$ cat src/rtl/ux607_tlbuffer_qspi_1.sv
// ux607_tlbuffer_qspi_1
//   TileLink buffer between the QSPI fragmenter (io_in_0) and the QSPI flash
//   controller slave port (io_out_0). A and D each pass through an independent
//   circular queue that registers valid/ready. B/C/E are constant tie-offs.
//   Optional feature macro: UX607_TLBUF_QSPI_FLOW_EN (flow-through when empty).

// Generic circular queue used for both the A and D channels.
module ux607_tlbuffer_qspi_1_queue #(
   parameter int WIDTH = 8,
   parameter int DEPTH = 2
) (
   input  logic             clock,
   input  logic             reset,
   output logic             in_ready,
   input  logic             in_valid,
   input  logic [WIDTH-1:0] in_bits,
   input  logic             out_ready,
   output logic             out_valid,
   output logic [WIDTH-1:0] out_bits
);
   // A single-entry queue has no pointer state; keep one bit that never moves.
   localparam int PW = (DEPTH > 1) ? $clog2(DEPTH) : 1;

   logic [WIDTH-1:0] storage [DEPTH];
   logic [PW-1:0]    enq_ptr;
   logic [PW-1:0]    deq_ptr;
   logic             maybe_full;
   logic             ptr_match;
   logic             empty;
   logic             full;
   logic             enq;
   logic             deq;
   logic             do_enq;
   logic             do_deq;

   assign ptr_match = (enq_ptr == deq_ptr);
   assign empty     = ptr_match & ~maybe_full;
   assign full      = ptr_match & maybe_full;

   // Readiness depends only on occupancy, never on the downstream ready.
   assign in_ready  = ~full;
   assign enq       = in_valid & in_ready;
   assign deq       = out_valid & out_ready;

`ifdef UX607_TLBUF_QSPI_FLOW_EN
   // When empty, the incoming beat is presented directly; if taken in the same
   // cycle it never touches storage, pointers or the full flag.
   assign out_valid = ~empty | in_valid;
   assign out_bits  = empty ? in_bits : storage[deq_ptr];
   assign do_enq    = enq & ~(empty & out_ready);
   assign do_deq    = deq & ~empty;
`else
   assign out_valid = ~empty;
   assign out_bits  = storage[deq_ptr];
   assign do_enq    = enq;
   assign do_deq    = deq;
`endif

   // Pointer and occupancy-flag update; this is the only state cleared by reset.
   always_ff @(posedge clock or posedge reset) begin
      // NOTE: non-blocking assignments so every register samples pre-edge values.
      if (reset) begin
         enq_ptr    <= '0;
         deq_ptr    <= '0;
         maybe_full <= 1'b0;
      end else begin
         if (do_enq) enq_ptr <= (DEPTH == 1) ? '0 : enq_ptr + 1'b1;
         if (do_deq) deq_ptr <= (DEPTH == 1) ? '0 : deq_ptr + 1'b1;
         if (do_enq != do_deq) maybe_full <= do_enq;
      end
   end

   // Payload write into the slot addressed by the enqueue pointer.
   always_ff @(posedge clock) begin
      // NOTE: storage has no reset; empty/full flags alone decide what is valid.
      if (do_enq) storage[enq_ptr] <= in_bits;
   end

endmodule

module ux607_tlbuffer_qspi_1 #(
   parameter int A_DEPTH = 2,
   parameter int D_DEPTH = 2
) (
   input  logic        clock,
   input  logic        reset,
   // fragmenter side: A in, D out
   output logic        io_in_0_a_ready,
   input  logic        io_in_0_a_valid,
   input  logic [2:0]  io_in_0_a_bits_opcode,
   input  logic [2:0]  io_in_0_a_bits_param,
   input  logic [2:0]  io_in_0_a_bits_size,
   input  logic [6:0]  io_in_0_a_bits_source,
   input  logic [29:0] io_in_0_a_bits_address,
   input  logic [0:0]  io_in_0_a_bits_mask,
   input  logic [7:0]  io_in_0_a_bits_data,
   input  logic        io_in_0_d_ready,
   output logic        io_in_0_d_valid,
   output logic [2:0]  io_in_0_d_bits_opcode,
   output logic [1:0]  io_in_0_d_bits_param,
   output logic [2:0]  io_in_0_d_bits_size,
   output logic [6:0]  io_in_0_d_bits_source,
   output logic [0:0]  io_in_0_d_bits_sink,
   output logic [0:0]  io_in_0_d_bits_addr_lo,
   output logic [7:0]  io_in_0_d_bits_data,
   output logic        io_in_0_d_bits_error,
   // fragmenter side: B/C/E tie-offs
   input  logic        io_in_0_b_ready,
   output logic        io_in_0_b_valid,
   output logic [2:0]  io_in_0_b_bits_opcode,
   output logic [1:0]  io_in_0_b_bits_param,
   output logic [2:0]  io_in_0_b_bits_size,
   output logic [6:0]  io_in_0_b_bits_source,
   output logic [29:0] io_in_0_b_bits_address,
   output logic [0:0]  io_in_0_b_bits_mask,
   output logic [7:0]  io_in_0_b_bits_data,
   output logic        io_in_0_c_ready,
   input  logic        io_in_0_c_valid,
   output logic        io_in_0_e_ready,
   input  logic        io_in_0_e_valid,
   // controller side: A out, D in
   input  logic        io_out_0_a_ready,
   output logic        io_out_0_a_valid,
   output logic [2:0]  io_out_0_a_bits_opcode,
   output logic [2:0]  io_out_0_a_bits_param,
   output logic [2:0]  io_out_0_a_bits_size,
   output logic [6:0]  io_out_0_a_bits_source,
   output logic [29:0] io_out_0_a_bits_address,
   output logic [0:0]  io_out_0_a_bits_mask,
   output logic [7:0]  io_out_0_a_bits_data,
   output logic        io_out_0_d_ready,
   input  logic        io_out_0_d_valid,
   input  logic [2:0]  io_out_0_d_bits_opcode,
   input  logic [1:0]  io_out_0_d_bits_param,
   input  logic [2:0]  io_out_0_d_bits_size,
   input  logic [6:0]  io_out_0_d_bits_source,
   input  logic [0:0]  io_out_0_d_bits_sink,
   input  logic [0:0]  io_out_0_d_bits_addr_lo,
   input  logic [7:0]  io_out_0_d_bits_data,
   input  logic        io_out_0_d_bits_error,
   // controller side: B/C/E tie-offs
   output logic        io_out_0_b_ready,
   input  logic        io_out_0_b_valid,
   input  logic        io_out_0_c_ready,
   output logic        io_out_0_c_valid,
   output logic [2:0]  io_out_0_c_bits_opcode,
   output logic [2:0]  io_out_0_c_bits_param,
   output logic [2:0]  io_out_0_c_bits_size,
   output logic [6:0]  io_out_0_c_bits_source,
   output logic [29:0] io_out_0_c_bits_address,
   output logic [7:0]  io_out_0_c_bits_data,
   input  logic        io_out_0_e_ready,
   output logic        io_out_0_e_valid,
   output logic [0:0]  io_out_0_e_bits_sink
);
   localparam int A_W = 3 + 3 + 3 + 7 + 30 + 1 + 8;
   localparam int D_W = 3 + 2 + 3 + 7 + 1 + 1 + 8 + 1;

   logic [A_W-1:0] a_enq_bits;
   logic [A_W-1:0] a_deq_bits;
   logic [D_W-1:0] d_enq_bits;
   logic [D_W-1:0] d_deq_bits;
   logic           unused_tieoff_inputs;

   // Fields travel verbatim as one packed word per channel.
   assign a_enq_bits = {io_in_0_a_bits_opcode, io_in_0_a_bits_param, io_in_0_a_bits_size,
                        io_in_0_a_bits_source, io_in_0_a_bits_address, io_in_0_a_bits_mask,
                        io_in_0_a_bits_data};
   assign {io_out_0_a_bits_opcode, io_out_0_a_bits_param, io_out_0_a_bits_size,
           io_out_0_a_bits_source, io_out_0_a_bits_address, io_out_0_a_bits_mask,
           io_out_0_a_bits_data} = a_deq_bits;

   assign d_enq_bits = {io_out_0_d_bits_opcode, io_out_0_d_bits_param, io_out_0_d_bits_size,
                        io_out_0_d_bits_source, io_out_0_d_bits_sink, io_out_0_d_bits_addr_lo,
                        io_out_0_d_bits_data, io_out_0_d_bits_error};
   assign {io_in_0_d_bits_opcode, io_in_0_d_bits_param, io_in_0_d_bits_size,
           io_in_0_d_bits_source, io_in_0_d_bits_sink, io_in_0_d_bits_addr_lo,
           io_in_0_d_bits_data, io_in_0_d_bits_error} = d_deq_bits;

   ux607_tlbuffer_qspi_1_queue #(.WIDTH(A_W), .DEPTH(A_DEPTH)) u_a_queue (
      .clock     (clock),
      .reset     (reset),
      .in_ready  (io_in_0_a_ready),
      .in_valid  (io_in_0_a_valid),
      .in_bits   (a_enq_bits),
      .out_ready (io_out_0_a_ready),
      .out_valid (io_out_0_a_valid),
      .out_bits  (a_deq_bits)
   );

   ux607_tlbuffer_qspi_1_queue #(.WIDTH(D_W), .DEPTH(D_DEPTH)) u_d_queue (
      .clock     (clock),
      .reset     (reset),
      .in_ready  (io_out_0_d_ready),
      .in_valid  (io_out_0_d_valid),
      .in_bits   (d_enq_bits),
      .out_ready (io_in_0_d_ready),
      .out_valid (io_in_0_d_valid),
      .out_bits  (d_deq_bits)
   );

   // B/C/E are unused by the QSPI slave: never issue, always accept.
   assign io_in_0_b_valid         = 1'b0;
   assign io_in_0_b_bits_opcode   = '0;
   assign io_in_0_b_bits_param    = '0;
   assign io_in_0_b_bits_size     = '0;
   assign io_in_0_b_bits_source   = '0;
   assign io_in_0_b_bits_address  = '0;
   assign io_in_0_b_bits_mask     = '0;
   assign io_in_0_b_bits_data     = '0;
   assign io_in_0_c_ready         = 1'b1;
   assign io_in_0_e_ready         = 1'b1;
   assign io_out_0_b_ready        = 1'b1;
   assign io_out_0_c_valid        = 1'b0;
   assign io_out_0_c_bits_opcode  = '0;
   assign io_out_0_c_bits_param   = '0;
   assign io_out_0_c_bits_size    = '0;
   assign io_out_0_c_bits_source  = '0;
   assign io_out_0_c_bits_address = '0;
   assign io_out_0_c_bits_data    = '0;
   assign io_out_0_e_valid        = 1'b0;
   assign io_out_0_e_bits_sink    = '0;

   assign unused_tieoff_inputs = ^{io_in_0_b_ready, io_in_0_c_valid, io_in_0_e_valid,
                                   io_out_0_b_valid, io_out_0_c_ready, io_out_0_e_ready};

   // A request offered to the controller must stay valid until it is accepted.
   a_valid_held: assert property (@(posedge clock) disable iff (reset)
      (io_out_0_a_valid && !io_out_0_a_ready) |=> io_out_0_a_valid)
      else $error("ux607_tlbuffer_qspi_1: io_out_0_a_valid dropped before handshake");

endmodule

$ cat config.mk
export PLATFORM = sky130hd
export DESIGN_NAME = ux607_tlbuffer_qspi_1
export DESIGN_NICKNAME = d
export VERILOG_FILES = /design/src/rtl/ux607_tlbuffer_qspi_1.sv
export SDC_FILE = /design/constraint.sdc
export NUM_CORES = 1
export LEC_CHECK = 0
export BUFFER_PORTS_ARGS = -buffer_cell sky130_fd_sc_hd__buf_4
export CAP_MARGIN = 20
export CORE_AREA = 2 2 120 122
export DETAILED_ROUTE_END_ITERATION = 8
export DIE_AREA = 0 0 122 124
export MAX_ROUTING_LAYER = met4
export PLACE_DENSITY = 0.95
export SLEW_MARGIN = 10
export SYNTH_ARGS = -nofsm -noshare
export SYNTH_HDL_FRONTEND = slang
export SYNTH_SLANG_ARGS = --single-unit
export TNS_END_PERCENT = 50
$ cat constraint.sdc
create_clock -name clock -period 5.61 [get_ports clock]
set_input_delay 1.4025 -clock clock [delete_from_list [all_inputs] [get_ports clock]]
set_output_delay 1.4025 -clock clock [all_outputs]
set_load 0.01 [all_outputs]
-- Yosys cells after proc, flatten, opt, wreduce, memory -nomap -nowiden
Memory sizes are Yosys's and may differ from the RTL's.
Cells that the tools add are included.
- equality and inequality tests: 4
- add/sub/neg operators: 4
- bitwise operators: 14
- multiplexer cells: 4
- operators with widths (cell ; count):
    bitwise AND 1 bit ; 8
    NOT 1 bit ; 6
    adder 1 bit, second input constant ; 4
    2-to-1 mux 1 bit ; 4
    == test 1 bit ; 2
    != test 1 bit ; 2
- RAM bits: 162
- bits in registers: 6
- memories: 2
- output and inout port bits: 200
- logic and storage cells: 34
- memory list (name ; words ; bits a word ; rd ports ; clocked after memory_dff ; wr ports ; RTL line ; RTL):
    u_a_queue.storage ; 2 ; 55 ; 1 ; 0 ; 1 ; 24 ; logic [WIDTH-1:0] storage [DEPTH];
    u_d_queue.storage ; 2 ; 26 ; 1 ; 0 ; 1 ; 24 ;

-- Longest topological paths before layout
- word-level depth: 6
- gate-level depth with buffers: 5

-- Hierarchy
From an unflattened synthesis, not the netlist that was laid out.
- cell total of the unflattened synthesis: 414
- area total of the unflattened synthesis: 7116.8 um^2
- modules (own cells, without submodules) (module ; cells an instance ; area each (um^2) ; times used):
    ux607_tlbuffer_qspi_1_queue at u_a_queue ; 194 ; 4192.8 ; 1
    ux607_tlbuffer_qspi_1_queue at u_d_queue ; 103 ; 2053.2 ; 1
    ux607_tlbuffer_qspi_1 ; 117 ; 870.8 ; 1

-- Least setup slack after synthesis
No wires, ideal clock.
- path kind: input -> register
- start point: input io_in_0_a_valid
- end point: memory u_a_queue.storage[0][0] (netlist bit) (enable)
- library setup time: 0.468 ns
- data required time: 5.142 ns
- stages: 2
- path buffers: 0
- arrival: 3.778 ns
- setup slack: 1.364 ns
- cell sequence: o21ai_1 > nor2_1
- longest elaborated chain between the ends: 3
- ends and longest elaborated chain (item ; RTL line ; RTL):
    start, declared ; 89 ; input logic io_in_0_a_valid,
    bitwise AND 1 bit ; 42 ; assign enq = in_valid & in_ready;
    2-to-1 mux 1 bit ; 76 ; if (do_enq) storage[enq_ptr] <= in_bits;
    2-to-1 mux 1 bit (not written as such) ; 76 ;
    end, declared ; 24 ;
Every way passes these cells.

-- Worst setup path in the final report
- start point: register u_a_queue.deq_ptr
- end point: output io_out_0_a_bits_data[0]
- longest elaborated chain between the ends: 1
- ends and longest elaborated chain (item ; RTL line ; RTL):
    start, declared ; 26 ; logic [PW-1:0] deq_ptr;
    start signal, assigned ; 68 ; if (do_deq) deq_ptr <= (DEPTH == 1) ? '0 : deq_ptr + 1'b1;
    memory (2 x 55 bit) ; - ;
    end, declared ; 130 ; output logic [7:0] io_out_0_a_bits_data,
Every way passes these cells.

==> results.md <==
* Status: finished, final reports clean
* Congestion Overflow GR at 0
* Clk pwr share at 0.261
* Post-route ant nets at 0
* Post-cts resize count at 0
* Setup_tns at 0 ns
* Starting Density at 0.518
* Final Max Tran Viols at 0
* Sequential share of power at 0.421
* Placed inst area at ~8000 um2
* All-Layer GR Usage at 0.178
* CTS tree: yes
* Share of layout cells above drive strength 1 at 0.483
* Final Skew at around 0.0064 ns
* First-pass GRT wire length at 18.8 mm
* IO Port Bufs at approximately 170
* Worst hold path class: reg -> reg
* CTS Hold Bufs at 0
* Tcrit/Tclk final at 0.673
* Commonest non-fill, non-tap cell in the layout: buf_4
* Initial antenna violation count at 0
* Vias in the first global route at 3601
* Synthesized instance count at between 400 and 500
* Die Ht at 124 um
* Vias per std cell at between 4 and 5
* Post-synth cell types at 24
* Pwr dens at 500 nW/um2
* Register area share after synthesis at 0.706
* Int Pwr at 3.11 mW
* CTS H-tree depth at 4
* Via count at roughly 3600
* Clock slew at reported path FFs at 0.06 ns
* FF+latch count, synth at between 150 and 200
* Routed WL per cell at 16.8 um
* CTS root buf: clkbuf_16
* Placement Setup Slack at 2.31 ns
* GPL Wtd Cong at 0.770
* WP data required at 4.21 ns
* P&R area growth vs syn at 23.3%
* CP Max Fanout at 32
* # fillers at 945
* CP arrival at 2.37 ns
* Final Setup Violations at 0
* RSZ-0062 raised after global routing: false
* Clock latency on the worst-skew pair at roughly 0.42 ns
* Syn avg cell area at 17.4 um2
* Nets at 686
* Fmax at 265 MHz
* Critical path type: reg -> out
* Startpoint types: register
* Max-cap violations at 0
* Final count of hold timing violations at 0
* Logic gate share of total power at 0.318
* CORE AREA at between 10000 and 15000 um2
* TritonRoute pass-1 iters at 4
* Tmin final at approximately 3.8 ns
* Die width at 122 um
* Post-DP HPWL at 9.40 mm
* Die ar. at 15100 um2
* CTS Buf Count at 17
* Leak at 3.55 nW
* Worst setup margin at 1.84 ns
* FP Rows at 43
* Peak VDD IR at 0.349 mV
* Largest net degree at the start of global routing at between 40 and 50
* Most frequent cells in the layout: buf_4 (175), edfxtp_1 (162), conb_1 (115), mux2_2 (74), clkbuf_16 (17)
* Remaining DRCs at 0
* Synth warn at 0
* Post-CTS setup buffers at 0
* Final wirelength at around 13 mm
* Synth Cell Area at 7110 um2
* 1st-iter DRT viols at around 240
* I/O pins at 293
* CTS Sinks at 168
* Crit end category: output port
* Worst-Margin Slew at slightly above 0.9 ns
* Clock Tree Buf Depth at 2
* Switching share of power at 0.290
* Antenna cells at 0
* Switching Power at ~1.3 mW
* Rel. slew slack at 0.391
* Post-route cell area at 8770 um2
power by group through the flow:
stage	Clock [mW]	Combinational [mW]	Sequential, mW
floorplan	0	0.902	1.80
global placement	0	1.31	1.87
detailed placement	0	1.35	1.90
CTS	1.16	1.36	1.88
global route	1.21	1.49	1.88
finish	1.15	1.39	1.85
cell families (layout without fill, tap and decap cells):
| family | Yosys count | count (layout) | synth area share |
|---|---|---|---|
| buf+inv | 132 | 215 | 0.137 |
| compound gates | 11 | 11 | 0.0104 |
| mux | 84 | 84 | 0.137 |
| flops | 168 | 168 | 0.706 |
| other cells | 2 | 115 | 0.00106 |
| xor+xnor | 2 | 2 | 0.00246 |
| simple gates | 10 | 10 | 0.00616 |
per-stage QoR:
step	util	cells	total power, mW	hold WS, ns
after floorplan	-	522	2.70	0.521
after CTS	0.636	783	4.40	0.643
after global placement	0.594	752	3.18	0.587
after global routing	0.639	785	4.58	0.689
after detailed placement	0.594	752	3.24	0.629
final	0.639	785	4.39	0.652
synth_stat cells:
| cell | instances | area, um2 |
|---|---|---|
| a211oi_1 | 1 | 7.51 |
| o21ai_0 | 3 | 15.0 |
| dfrtp_1 | 6 | 150 |
| nand3_1 | 1 | 5.00 |
| a21boi_1 | 1 | 7.51 |
| inv_1 | 7 | 26.3 |
| edfxtp_1 | 162 | 4860 |
| conb_1 | 2 | 7.51 |
| and3_1 | 1 | 6.26 |
| a21boi_0 | 1 | 7.51 |
| a21oi_1 | 1 | 5.00 |
| buf_6 | 6 | 67.6 |
| a2bb2oi_1 | 2 | 17.5 |
| o21ai_1 | 1 | 5.00 |
| nor2_1 | 1 | 3.75 |
| buf_2 | 4 | 20.0 |
| and2_1 | 1 | 6.26 |
| xnor2_1 | 2 | 17.5 |
| buf_4 | 115 | 863 |
| o311ai_0 | 1 | 8.76 |
| mux2_2 | 74 | 833 |
| nand2_1 | 6 | 22.5 |
| mux2i_1 | 2 | 20.0 |
| mux2_4 | 8 | 120 |
registers in the layout, summed over array words and instances (netlist names):
name,cells
u_a_queue.deq_ptr,1
u_d_queue.deq_ptr,1
u_a_queue.enq_ptr,1
u_d_queue.maybe_full,1
u_d_queue.enq_ptr,1
u_d_queue.storage,52
u_a_queue.storage,110
u_a_queue.maybe_full,1
final cells by class:
cell class / instances / area [um2] / share of cell area
sequential: 168 / 5020 / 0.572
inverter: 7 / 26.3 / 0.00300
timing repair buffer: 177 / 1360 / 0.155
clock inverter: 14 / 156 / 0.0178
clock buffer: 17 / 425 / 0.0485
tap: 180 / 225 / 0.0257
multi-input combinational: 222 / 1560 / 0.178
layer usage:
metal  wire length [um]  vias to the layer above  GRT usage
met5                  0                        -          -
met4                294                        0     0.0841
met3               1060                       26     0.0536
met2               7010                      215      0.303
met1               4860                     1740      0.193
li1                   -                     1630          -
worst paths after layout:
check                                                      start                                 end  slack [ns]  depth (start not counted)
worst max-delay path               u_a_queue.deq_ptr$_DFFE_PP0P_             io_out_0_a_bits_data[0]        1.84                          3
worst min-delay path            u_a_queue.maybe_full$_DFFE_PP0P_    u_a_queue.maybe_full$_DFFE_PP0P_        0.65                          2
worst max register to register     u_a_queue.deq_ptr$_DFFE_PP0P_  u_a_queue.storage[0][24]$_DFFE_PP_        2.86                          3
worst min register to register  u_a_queue.maybe_full$_DFFE_PP0P_    u_a_queue.maybe_full$_DFFE_PP0P_        0.65                          2
max in group asynchronous                                  reset       u_a_queue.deq_ptr$_DFFE_PP0P_        4.47                          2
min in group asynchronous                                  reset    u_a_queue.maybe_full$_DFFE_PP0P_        0.91                          2
worst max-delay path, cell delays in order (launching register included):
cell,delay (ns)
dfrtp_2,0.89
buf_4,0.48
mux2_2,0.40
buf_4,0.15
(Power assumes the default switching activity.)
